==> src/rtl/enigma_rotor_stage.sv <==
// -----------------------------------------------------------------------------
// enigma_rotor_stage
//
// One rotor of the cipher datapath, with valid/ready handshakes on both sides.
// The wiring table can be loaded at run time, and the alphabet size, symbol
// base and self-step are all configurable. Encode is a single table lookup.
// Decode scans the table one entry per cycle for the inverse. Stages cascade
// through the step_in / carry_out pair.
//
// Parameters:
//   ALPHA  - alphabet size (2..64)
//   IDX_W  - index width, ceil(log2(ALPHA))
//   CHAR_W - character width on in_char / out_char
//   BASE   - character code of index 0
//
// Ports:
//   clk, reset_n          clock, asynchronous active-low reset
//   cfg_we/addr/data      wiring table write W[cfg_addr] = cfg_data (IDLE only)
//   cfg_pos_we/pos/step/notch
//                         load rotor position, self-step and notch (IDLE only)
//   step_in               extra +1 advance carried in from the previous stage
//   in_valid/in_ready     input handshake; in_ready is high only in IDLE
//   in_char, in_dec       input symbol and direction (1 = decode)
//   out_valid/out_ready   output handshake
//   out_char, out_err     result symbol; err = decode found no inverse
//   carry_out             one-cycle pulse after an advance from the notch
// -----------------------------------------------------------------------------
module enigma_rotor_stage #(
  parameter int ALPHA  = 26,
  parameter int IDX_W  = 5,
  parameter int CHAR_W = 8,
  parameter int BASE   = 65
) (
  input  logic              clk,
  input  logic              reset_n,
  input  logic              cfg_we,
  input  logic [IDX_W-1:0]  cfg_addr,
  input  logic [IDX_W-1:0]  cfg_data,
  input  logic              cfg_pos_we,
  input  logic [IDX_W-1:0]  cfg_pos,
  input  logic [IDX_W-1:0]  cfg_step,
  input  logic [IDX_W-1:0]  cfg_notch,
  input  logic              step_in,
  input  logic              in_valid,
  output logic              in_ready,
  input  logic [CHAR_W-1:0] in_char,
  input  logic              in_dec,
  output logic              out_valid,
  input  logic              out_ready,
  output logic [CHAR_W-1:0] out_char,
  output logic              out_err,
  output logic              carry_out
);

  typedef enum logic [1:0] {
    IDLE,
    ENC,
    SRCH,
    OUT
  } state_t;

  localparam logic [IDX_W:0]    ALPHA_X = (IDX_W+1)'(ALPHA);
  localparam logic [IDX_W-1:0]  LAST    = IDX_W'(ALPHA - 1);
  localparam logic [CHAR_W-1:0] BASE_C  = CHAR_W'(BASE);
  localparam logic [CHAR_W-1:0] ALPHA_C = CHAR_W'(ALPHA);

  state_t            state;
  logic [IDX_W-1:0]  w [ALPHA];
  logic [IDX_W-1:0]  pos;
  logic [IDX_W-1:0]  step;
  logic [IDX_W-1:0]  notch;

  // Per-symbol context, captured at accept time.
  logic [CHAR_W-1:0] char_q;
  logic [IDX_W-1:0]  idx_q;
  logic              pass_q;
  logic [IDX_W-1:0]  p_q;
  logic [IDX_W-1:0]  j;

  logic [CHAR_W-1:0] in_off;
  logic              in_pass;
  logic              accept;
  logic              cfg_ok;
  logic              pos_ok;
  logic [IDX_W-1:0]  pos_next;
  logic              pos_adv;

  // (a + b + c) mod ALPHA. Both operands are already below ALPHA, so one
  // conditional subtraction is enough (the sum is at most 2*ALPHA-1).
  function automatic logic [IDX_W-1:0] mod_add(input logic [IDX_W-1:0] a,
                                               input logic [IDX_W-1:0] b,
                                               input logic             c);
    logic [IDX_W:0] sum;
    sum = {1'b0, a} + {1'b0, b} + {{IDX_W{1'b0}}, c};
    if (sum >= ALPHA_X) sum = sum - ALPHA_X;
    return sum[IDX_W-1:0];
  endfunction

  // (a - b) mod ALPHA. The subtraction is done as a + ALPHA - b so that it
  // never goes negative.
  function automatic logic [IDX_W-1:0] mod_sub(input logic [IDX_W-1:0] a,
                                               input logic [IDX_W-1:0] b);
    logic [IDX_W:0] diff;
    diff = {1'b0, a} + ALPHA_X - {1'b0, b};
    if (diff >= ALPHA_X) diff = diff - ALPHA_X;
    return diff[IDX_W-1:0];
  endfunction

  assign in_ready = (state == IDLE);
  assign accept   = in_valid && in_ready;

  // The unsigned wrap sends characters below BASE into the passthrough range.
  assign in_off  = in_char - BASE_C;
  assign in_pass = (in_off >= ALPHA_C);

  // Writes with any out-of-range field are dropped entirely.
  assign cfg_ok = cfg_we && in_ready && (cfg_addr <= LAST) && (cfg_data <= LAST);
  assign pos_ok = cfg_pos_we && in_ready && (cfg_pos <= LAST) &&
                  (cfg_step <= LAST) && (cfg_notch <= LAST);

  // A coded symbol self-steps and absorbs any carry. Otherwise, including a
  // passthrough accept, only the carry from the previous stage advances pos.
  always_comb begin
    pos_next = pos;
    pos_adv  = 1'b0;
    if (accept && !in_pass) begin
      pos_next = mod_add(pos, step, step_in);
      pos_adv  = 1'b1;
    end else if (step_in) begin
      pos_next = mod_add(pos, '0, 1'b1);
      pos_adv  = 1'b1;
    end
  end

  always_ff @(posedge clk or negedge reset_n) begin
    if (!reset_n) begin
      for (int i = 0; i < ALPHA; i++) w[i] <= IDX_W'(i);
    end else if (cfg_ok) begin
      w[cfg_addr] <= cfg_data;
    end
  end

  always_ff @(posedge clk or negedge reset_n) begin
    if (!reset_n) begin
      state     <= IDLE;
      pos       <= '0;
      step      <= IDX_W'(1);
      notch     <= LAST;
      carry_out <= 1'b0;
      out_valid <= 1'b0;
      out_char  <= '0;
      out_err   <= 1'b0;
      char_q    <= '0;
      idx_q     <= '0;
      pass_q    <= 1'b0;
      p_q       <= '0;
      j         <= '0;
    end else begin
      carry_out <= 1'b0;

      // A position load overrides the advance in the same cycle. A symbol
      // accepted in that cycle still uses the old pos, latched below.
      if (pos_ok) begin
        pos   <= cfg_pos;
        step  <= cfg_step;
        notch <= cfg_notch;
      end else if (pos_adv) begin
        pos       <= pos_next;
        carry_out <= (pos == notch);
      end

      case (state)
        IDLE: begin
          if (accept) begin
            char_q <= in_char;
            idx_q  <= in_off[IDX_W-1:0];
            pass_q <= in_pass;
            p_q    <= pos;
            j      <= '0;
            state  <= (in_dec && !in_pass) ? SRCH : ENC;
          end
        end

        ENC: begin
          if (pass_q) begin
            out_char <= char_q;
          end else begin
            out_char <= CHAR_W'(w[mod_add(idx_q, p_q, 1'b0)]) + BASE_C;
          end
          out_err   <= 1'b0;
          out_valid <= 1'b1;
          state     <= OUT;
        end

        // Scanning from j = 0 upward makes the lowest index win when the
        // table holds duplicates.
        SRCH: begin
          if (w[j] == idx_q) begin
            out_char  <= CHAR_W'(mod_sub(j, p_q)) + BASE_C;
            out_err   <= 1'b0;
            out_valid <= 1'b1;
            state     <= OUT;
          end else if (j == LAST) begin
            out_char  <= char_q;
            out_err   <= 1'b1;
            out_valid <= 1'b1;
            state     <= OUT;
          end else begin
            j <= j + IDX_W'(1);
          end
        end

        OUT: begin
          if (out_ready) begin
            out_valid <= 1'b0;
            out_err   <= 1'b0;
            state     <= IDLE;
          end
        end

        default: state <= IDLE;
      endcase
    end
  end

endmodule

==> config.mk <==
export PLATFORM = sky130hd
export DESIGN_NAME = enigma_rotor_stage
export DESIGN_NICKNAME = d
export VERILOG_FILES = /design/src/rtl/enigma_rotor_stage.sv
export SDC_FILE = /design/constraint.sdc
export NUM_CORES = 1
export LEC_CHECK = 0
export ABC_AREA = 1
export CAP_MARGIN = 20
export CORE_ASPECT_RATIO = 0.8
export CORE_MARGIN = 1.5
export CORE_UTILIZATION = 45
export DETAILED_ROUTE_END_ITERATION = 10
export GPL_TIMING_DRIVEN = 0
export HOLD_SLACK_MARGIN = 0.06
export SLEW_MARGIN = 0
export SYNTH_ARGS = -nofsm -noshare
export SYNTH_HDL_FRONTEND = slang
export SYNTH_SLANG_ARGS = --single-unit
==> constraint.sdc <==
create_clock -name clk -period 4.1 [get_ports clk]
set_input_delay 0.615 -clock clk [delete_from_list [all_inputs] [get_ports clk]]
set_output_delay 0.615 -clock clk [all_outputs]
set_load 0.02 [all_outputs]
Word level (Yosys, flattened, before mapping)
Index checks and enable logic that the tools add are counted.
{ "word_totals": {"ff_bits": 182, "inputBits": 41, "output_inout_bits": 12, "word_cells": 150} }
{ "classes": {"addsub": 14, "order_cmp": 14, "n_eq_ne": 11, "n_mux": 45, "n_bitwise": 3, "n_reduce_logical": 24} }
{ "ops": {"columns": ["operator", "count"], "rows": [
  ["bitwise mux 130 bit", 1],
  ["2-to-1 mux 5 bit", 20],
  ["binary-select mux 5 bit (select 5 bit)", 2],
  ["demux 5 bit (select 5 bit)", 1],
  ["<= comparator 5 bit, second input constant", 5],
  ["greater-or-equal comparator 6 x 5 -> 1 bit, second input constant", 4],
  ["2-to-1 mux 8 bit", 3],
  ["subtractor 5 bit, second input constant", 4],
  ["greater-or-equal comparator 6 bit, second input constant", 3],
  ["inverter 5 -> 6 bit", 3],
  ["adder 5 x 7 -> 8 bit, second input constant", 2],
  ["case mux 8 bit (2 select lines)", 1],
  ["adder 5 x 5 -> 6 bit", 2],
  ["logical AND 1 bit", 11],
  ["== test 5 bit", 2],
  ["2-to-1 mux 2 bit", 5],
  ["case mux 5 bit (2 select lines)", 1],
  ["greater-or-equal comparator 8 x 5 -> 1 bit, second input constant", 1],
  ["2-to-1 mux 1 bit", 8],
  ["case mux 2 bit (4 select lines)", 1],
  ["subtractor 8 x 7 -> 8 bit, second input constant", 1],
  ["adder 5 x 1 -> 6 bit, second input constant", 1],
  ["adder 5 x 5 -> 6 bit, second input constant", 1],
  ["adder 6 x 1 -> 6 bit", 1],
  ["other kinds (17)", 27]
]} }

Longest topological paths before layout
Gate-level depths: netlist (run 1).
{ "logic_depth": {"ltp_word": 12, "ltp_mapped": 24, "ltp_nobuf": 23} }

Worst setup path after synthesis (run 1)
OpenSTA, ideal clock, no wires.
{ "synth_timing": {"path_type": "register to register", "startpoint": "reg j[0]", "endpoint": "reg out_char[4]", "setup_ns": 0.121, "t_arrival_ns": 3.005, "t_required_ns": 3.979, "path_slack_ns": 0.974, "path_stages_with_launch": 22, "path_buffers": 2, "synth_period_minus_slack_ns": 3.126, "path_cell_list": "dfrtp_1 inv_2 buf_2 buf_2 ha_1 inv_1 ha_1 inv_1 fa_1 o21ai_1 xnor2_1 nand3_1 nand3_1 xor2_1 ha_1 nand3_1 nand2_1 nand2_1 nand2_1 o21ai_0 nor2_1 a21oi_1"} }
{ "synth_between": {"elab_chain_cells": 9, "word_cells_on_any_way": 18, "classes_between": "add/sub (4); order compare (1); eq/ne (3); mux (8); bitwise (1); reduce/logical (1)"} }
{ "synth_rtl": {"columns": ["element", "line", "text"], "rows": [
  ["start: declaration", "78", "logic [IDX_W-1:0] j;"],
  ["start signal: assignment", "209", "j <= j + IDX_W'(1);"],
  ["adder 5 x 5 -> 6 bit", "104", "diff = {1'b0, a} + ALPHA_X - {1'b0, b};"],
  ["subtractor 6 x 5 -> 6 bit", "104", null],
  ["subtractor 5 bit / greater-or-equal comparator 6 x 5 -> 1 bit (equally long branches)", "105", "if (diff >= ALPHA_X) diff = diff - ALPHA_X;"],
  ["2-to-1 mux 5 bit", "105", null],
  ["2-to-1 mux 5 bit", "198", "if (w[j] == idx_q) begin"],
  ["2-to-1 mux 5 bit", "172", "case (state)"],
  ["adder 5 x 7 -> 8 bit", "199", "out_char <= CHAR_W'(mod_sub(j, p_q)) + BASE_C;"],
  ["2-to-1 mux 8 bit", "198", null],
  ["case mux 8 bit (2 select lines)", "172", null],
  ["end signal: assignment", "186", "out_char <= char_q;"],
  ["end signal: assignment", "199", null],
  ["end signal: assignment", "204", "out_char <= char_q;"],
  ["end: declaration", "50", "output logic [CHAR_W-1:0] out_char,"]
]} }
Parallel ways exist; a longest one is shown, timed or not. The select of a mux whose other input is x is not followed.
A chain may end at the register's enable or synchronous reset.

Worst setup path after layout (run 1)
{ "layout_timing": {"startpoint": "reg p_q[0]", "endpoint": "reg out_char[1]"} }
{ "layout_between": {"elab_chain_cells": 12, "word_cells_on_any_way": 21, "classes_between": "add/sub (6); order compare (2); mux (12); bitwise (1)"} }
{ "layout_rtl": {"columns": ["element", "line", "text"], "rows": [
  ["start: declaration", "77", "logic [IDX_W-1:0] p_q;"],
  ["start signal: assignment", "178", "p_q <= pos;"],
  ["adder 5 x 5 -> 6 bit", "94", "sum = {1'b0, a} + {1'b0, b} + {{IDX_W{1'b0}}, c};"],
  ["subtractor 5 bit / greater-or-equal comparator 6 x 5 -> 1 bit (equally long branches)", "95", "if (sum >= ALPHA_X) sum = sum - ALPHA_X;"],
  ["2-to-1 mux 5 bit", "95", null],
  ["2-to-1 mux 5 bit", "185", "if (pass_q) begin"],
  ["2-to-1 mux 5 bit", "172", null],
  ["inverter 5 -> 6 bit (implied by the code)", "188", "out_char <= CHAR_W'(w[mod_add(idx_q, p_q, 1'b0)]) + BASE_C;"],
  ["binary-select mux 5 bit (select 5 bit)", "188", null],
  ["2-to-1 mux 5 bit (implied by the code) (2 in series)", "188", null],
  ["adder 5 x 7 -> 8 bit", "188", null],
  ["2-to-1 mux 8 bit", "185", null],
  ["case mux 8 bit (2 select lines) (*)", "172", null],
  ["end signal: assignment", "186", null],
  ["end signal: assignment", "188", null],
  ["end signal: assignment", "199", null]
]} }
Mark *: on every way between the ends. The rest lies on a longest branch, timed or not. The select of a mux whose other input is x is not followed.

==> results of run 1 <==
-- kinds of logic (layout without fill, tap and decap cells) --
family	count (synthesis)	after routing	share of synthesized area, %
simple gates	680	680	25.28
mux	3	3	0.2660
fa+ha+maj	38	38	4.478
xor+xnor	23	23	1.851
compound gates	403	403	19.32
flops	182	182	41.02
buf+inv	220	305	7.781
-- through the flow --
stage               setup TNS, ps  hold slack (ps)  std cells
floorplan                       0            319.4       1549
global placement          -811030            464.5       1919
detailed placement              0            470.6       1920
CTS                             0            140.7       1952
global route                    0            156.6       1952
finish                          0            108.7       1952
-- metal layers --
layer / vias up / track usage, % / share of wire, %
li1: 5311 / - / -
met1: 5251 / 49.66 / 48
met2: 509 / 44.13 / 39
met3: 66 / 7.833 / 11
met4: 0 / 9.067 / 2.2
met5: - / 0 / 0
-- registers in the layout, summed over array words and instances, names as in the netlist --
name and cells:
w 130, char_q 8, out_char 8, idx_q 5
j 5, notch 5, p_q 5, pos 5
step 5, state 2, carry_out 1, out_err 1
out_valid 1, pass_q 1
-- path summary, 6_finish.rpt --
path	slack (ps)	end	startpoint	depth (start not counted)
max	240	out_char[1]	p_q[0]	20
min	110	w[129]	reset_n	1
max reg2reg	240	out_char[1]	p_q[0]	20
min reg2reg	480	notch[4]	notch[4]	2
max in group asynchronous	3040	w[72]	reset_n	2
min in group clk	480	notch[4]	notch[4]	2
-- critical path, cell delays in order, from the launching register on --
cell and delay, ps:
dfrtp_1 470, ha_1 270, fa_1 450, xnor2_1 270
nand2_1 150, nand3_4 140, nand2_4 90, nand2_1 90
nand2_2 150, inv_2 190, buf_6 190, nand3_1 110
nand3_1 80, nand2_1 90, nand2_1 180, inv_1 80
ha_1 290, o21ai_0 70, o211ai_1 270, nand2_1 100
nand2_1 70
-- area by class of cell --
type                            instances  share of cell area [%]
Inverter                              156                   4.568
Clock buffer                           21                   3.670
Sequential cell                       182                   36.12
Timing Repair Buffer                   53                   4.314
Tap cell                              318                   3.104
Clock inverter                         11                  0.7320
Buffer                                 64                   2.303
Multi-Input combinational cell       1147                   45.19
-- what timing repair did --
action                     CTS  global route
gates resized for setup      0             3
hold endpoints to repair     0             0
setup endpoints to repair    0             2
-- cells in the final DEF (no fill, tap or decap), types with 16 or more instances in the layout --
cell and count:
o211ai_1 35, nor2_1 51, xor2_1 16, dfrtp_1 121, dfstp_2 61, inv_1 149, a21oi_1 55, clkdlybuf4s50_1 51
o21ai_0 284, ha_1 34, clkbuf_16 17, nand3_1 144, clkbuf_1 41, nand2_1 448
==> impl_metrics.env, run 1 <==
export IMPL_status="completed"
export IMPL_wirelength_um=40650
export IMPL_rsz0062_at_grt="false"
export IMPL_yosysWarnings=0
export IMPL_numCtsBuffers=17
export IMPL_cts_hold_fix_buffers=0
export IMPL_setup_violations_final=0
export IMPL_synth_enable_flop_cells=0
export IMPL_netlist_area_mm2=0.01129
export IMPL_drv_slew=0
export IMPL_synth_area_leader_cell="dfrtp_1"
export IMPL_maxCapViolCount=0
export IMPL_post_route_period_util_pct=94.19
export IMPL_maxSlewHeadroom_pct=23.22
export IMPL_clkSlewWorstSetupHoldPaths_ps=80
export IMPL_drtIter0Drc=1457
export IMPL_dieWidth_um=180.1
export IMPL_drive_gt1_share_pct=8.813
export IMPL_synth_area_top_cells="dfrtp_1, nand2_1, dfstp_2, o21ai_0, nand3_1"
export IMPL_grt_pass1_vias=10120
export IMPL_final_area_mm2=0.01282
export IMPL_hold_path_class="input port to async pin"
export IMPL_via_per_inst=5.705
export IMPL_portBuffers=52
export IMPL_antenna_found_initial=0
export IMPL_via_count=11140
export IMPL_grt_usage_pct=32.24
export IMPL_fmaxAchievable_mhz=258.9
export IMPL_synth_distinct_cells=46
export IMPL_postSynthCellCount=1549
export IMPL_period_needed_ps=3862
export IMPL_synth_nets=1628
export IMPL_preCtsSetupSlack_ps=305.7
export IMPL_multiInputGateArea_mm2=0.005793
export IMPL_hpwl_um=30290
export IMPL_nFillCells=2431
export IMPL_grt_max_degree=113
export IMPL_skew_ps=11.22
export IMPL_synth_seq_cells=182
export IMPL_routabilityCongestion=0.9963
export IMPL_critPathArrivalTime_ps=4250
export IMPL_overflow=0
export IMPL_cts_setup_buffers=0
export IMPL_syn_area_per_cell_um2=7.287
export IMPL_cts_tree="built"
export IMPL_wire_per_inst_um=20.82
export IMPL_detail_route_antenna_nets=0
export IMPL_dieHeight_um=144.7
export IMPL_seqCellArea_mm2=0.004631
export IMPL_synthArstFlopShare_pct=100.0
export IMPL_diodes=0
export IMPL_drc=0
export IMPL_end_kind="flop"
export IMPL_rows=51
export IMPL_crit_type="flop to flop"
export IMPL_clk_latency_ps=460
export IMPL_final_hold_violation_count=0
export IMPL_placed_area_mm2=0.01225
export IMPL_areaGrowthSynthToFinish_pct=13.57
export IMPL_htreeDepth=4
export IMPL_io_pins=53
export IMPL_worstMarginPinSlew_ps=1147
export IMPL_cts_sinks=182
export IMPL_synth_top_area_share_pct=26.82
export IMPL_start_kind="flop"
export IMPL_cts_root_buffer="clkbuf_16"
export IMPL_ys_top_cells_by_count="nand2_1, o21ai_0, inv_1"
export IMPL_nNetsFinal=1700
export IMPL_start_util_pct=46.07
export IMPL_first_pass_iters=8
export IMPL_worst_slack_ps=238.2
export IMPL_seq_area_frac_synth_pct=41.02
export IMPL_final_core_util_pct=52.32
export IMPL_synthFlopType="dfrtp_1"
export IMPL_cp_max_fo=10
export IMPL_clockBufferDepth=2
export IMPL_grt_pass1_wl_um=62020
export IMPL_yosysMostFrequentCell="nand2_1"
export IMPL_cp_required_ps=4490
export IMPL_design_core_area_mm2=0.02450
export IMPL_dieArea_mm2=0.02605
Power of run 1 is left out: the tool's default activity adds up to more than one toggle a clock period on the data nets, which glitch-free logic cannot reach.
==> run 2: changes to the inputs <==
--- a/config.mk
+++ b/config.mk
@@ -13,7 +13,7 @@
 export DETAILED_ROUTE_END_ITERATION = 10
 export GPL_TIMING_DRIVEN = 0
 export HOLD_SLACK_MARGIN = 0.06
-export SLEW_MARGIN = 0
+export MAX_ROUTING_LAYER = met4
 export SYNTH_ARGS = -nofsm -noshare
 export SYNTH_HDL_FRONTEND = slang
 export SYNTH_SLANG_ARGS = --single-unit
==> impl_metrics.env, run 2 (synthesized netlist as in run 1, its figures left out) <==
export IMPL_routabilityCongestion=0.9939
export IMPL_start_util_pct=46.07
export IMPL_dieHeight_um=144.7
export IMPL_period_needed_ps=3891
export IMPL_setup_violations_final=0
export IMPL_first_pass_iters=8
export IMPL_status="completed"
export IMPL_finalSetupTns_ps=0
export IMPL_final_hold_violation_count=0
export IMPL_wire_per_inst_um=20.58
export IMPL_clkSlewWorstSetupHoldPaths_ps=80
export IMPL_hold_path_class="input port to async pin"
export IMPL_fmaxAchievable_mhz=257.0
export IMPL_hpwl_um=30210
export IMPL_critPathArrivalTime_ps=4280
export IMPL_rsz0062_at_grt="false"
export IMPL_multiInputGateArea_mm2=0.005793
export IMPL_grt_pass1_vias=10080
export IMPL_wirelength_um=40200
export IMPL_cts_root_buffer="clkbuf_16"
export IMPL_antenna_found_initial=0
export IMPL_overflow=0
export IMPL_numCtsBuffers=17
export IMPL_slowest_delay_ps=640
export IMPL_cts_tree="built"
export IMPL_io_pins=53
export IMPL_via_per_inst=5.664
export IMPL_reg_top3="w (130), char_q (8), out_char (8)"
export IMPL_worst_path_most_repeated_cell="nand2_1"
export IMPL_cts_setup_buffers=0
export IMPL_drc=0
export IMPL_dieWidth_um=180.1
export IMPL_design_core_area_mm2=0.02450
export IMPL_max_flop_register="w"
export IMPL_portBuffers=52
export IMPL_diodes=0
export IMPL_largest_reg_flops=130
export IMPL_post_route_period_util_pct=94.90
export IMPL_start_kind="flop"
export IMPL_nFillCells=2467
export IMPL_seqCellArea_mm2=0.004631
export IMPL_worstMarginPinSlew_ps=1073
export IMPL_grt_max_degree=99
export IMPL_maxCapViolCount=0
export IMPL_path_cells="ha_1 -> clkbuf_1 -> clkbuf_1 -> clkbuf_1 -> o21ai_0 -> nand2_1 -> nand3_1 -> nand3_1 -> nand3_1 -> nand2_1 -> inv_1 -> ha_1 -> o21ai_0 -> o211ai_1 -> nand2_1 -> nand2_1"
export IMPL_layout_commonest_cell="nand2_1"
export IMPL_final_cell_mix="nand2_1, o21ai_0, inv_1, nand3_1, dfrtp_1"
export IMPL_clk_latency_ps=460
export IMPL_cpMaxStageDelayCell="clkbuf_1"
export IMPL_drive_gt1_share_pct=8.869
export IMPL_skew_ps=11.23
export IMPL_nNetsFinal=1701
export IMPL_areaGrowthSynthToFinish_pct=13.74
export IMPL_cp_max_fo=10
export IMPL_crit_type="flop to flop"
export IMPL_cp_required_ps=4490
export IMPL_htreeDepth=4
export IMPL_clockBufferDepth=2
export IMPL_maxSlewHeadroom_pct=27.85
export IMPL_drv_slew=0
export IMPL_cts_sinks=182
export IMPL_rows=51
export IMPL_detail_route_antenna_nets=0
export IMPL_drtIter0Drc=1307
export IMPL_via_count=11060
export IMPL_end_kind="flop"
export IMPL_grt_pass1_wl_um=60660
export IMPL_dieArea_mm2=0.02605
export IMPL_grt_usage_pct=32.60
run 2: layout make-up:
class	instances	share of cell area (%)
plain buffers	64	2.280
clock buffers	18	3.420
clock inverters	14	1.091
inverters	156	4.561
multi-input cells	1147	45.12
flip-flops and latches	182	36.07
well taps	318	3.099
repair buffers	54	4.366
run 2: final timing paths:
path                               start           to  cells after the start  slack, ps
worst max-delay path              p_q[0]  out_char[1]                     16        210
worst min-delay path             reset_n       w[112]                      1        140
worst max register to register    p_q[0]  out_char[1]                     16        210
worst min register to register  notch[3]     notch[3]                      2        480
max in group asynchronous        reset_n      step[0]                      2       3030
min in group clk                notch[3]     notch[3]                      2        480
run 2: through the flow:
stage	hold slack (ps)	instances	cell area (µm²)	utilization [%]	worst slack, ps
after floorplan	319.4	1549	11290	-	974.1
after global placement	464.8	1919	12210	49.82	-5247
after detailed placement	467.1	1920	12250	49.97	247.3
after CTS	175.4	1952	12820	52.34	289.8
after global routing	193.6	1953	12840	52.40	51.03
final	135.2	1953	12840	52.40	209.3
run 2: routing by layer:
layer / vias to the layer above / GRT usage [%] / wire (µm)
li1: 5300 / - / -
met1: 5174 / 47.84 / 19410
met2: 503 / 43.29 / 15630
met3: 84 / 8.559 / 4197
met4: 0 / 9.863 / 965
met5: - / - / 0
run 2: repair_timing:
action                                  in CTS  in global routing
endpoints found under the setup margin       0                  1
resized for setup                            0                  1
hold buffers                                 0                  0
endpoints found under the hold margin        0                  0
run 2: worst max-delay path: cells and delay by family (launching register included):
family | cells | cell delay, ps
DFF | 1 | 490
and+or+nand+nor | 7 | 720
AOI/OAI and AO/OA | 3 | 560
adders and majority gates | 2 | 610
buffers and inverters | 4 | 1450
Power of run 2 is left out for the same reason.
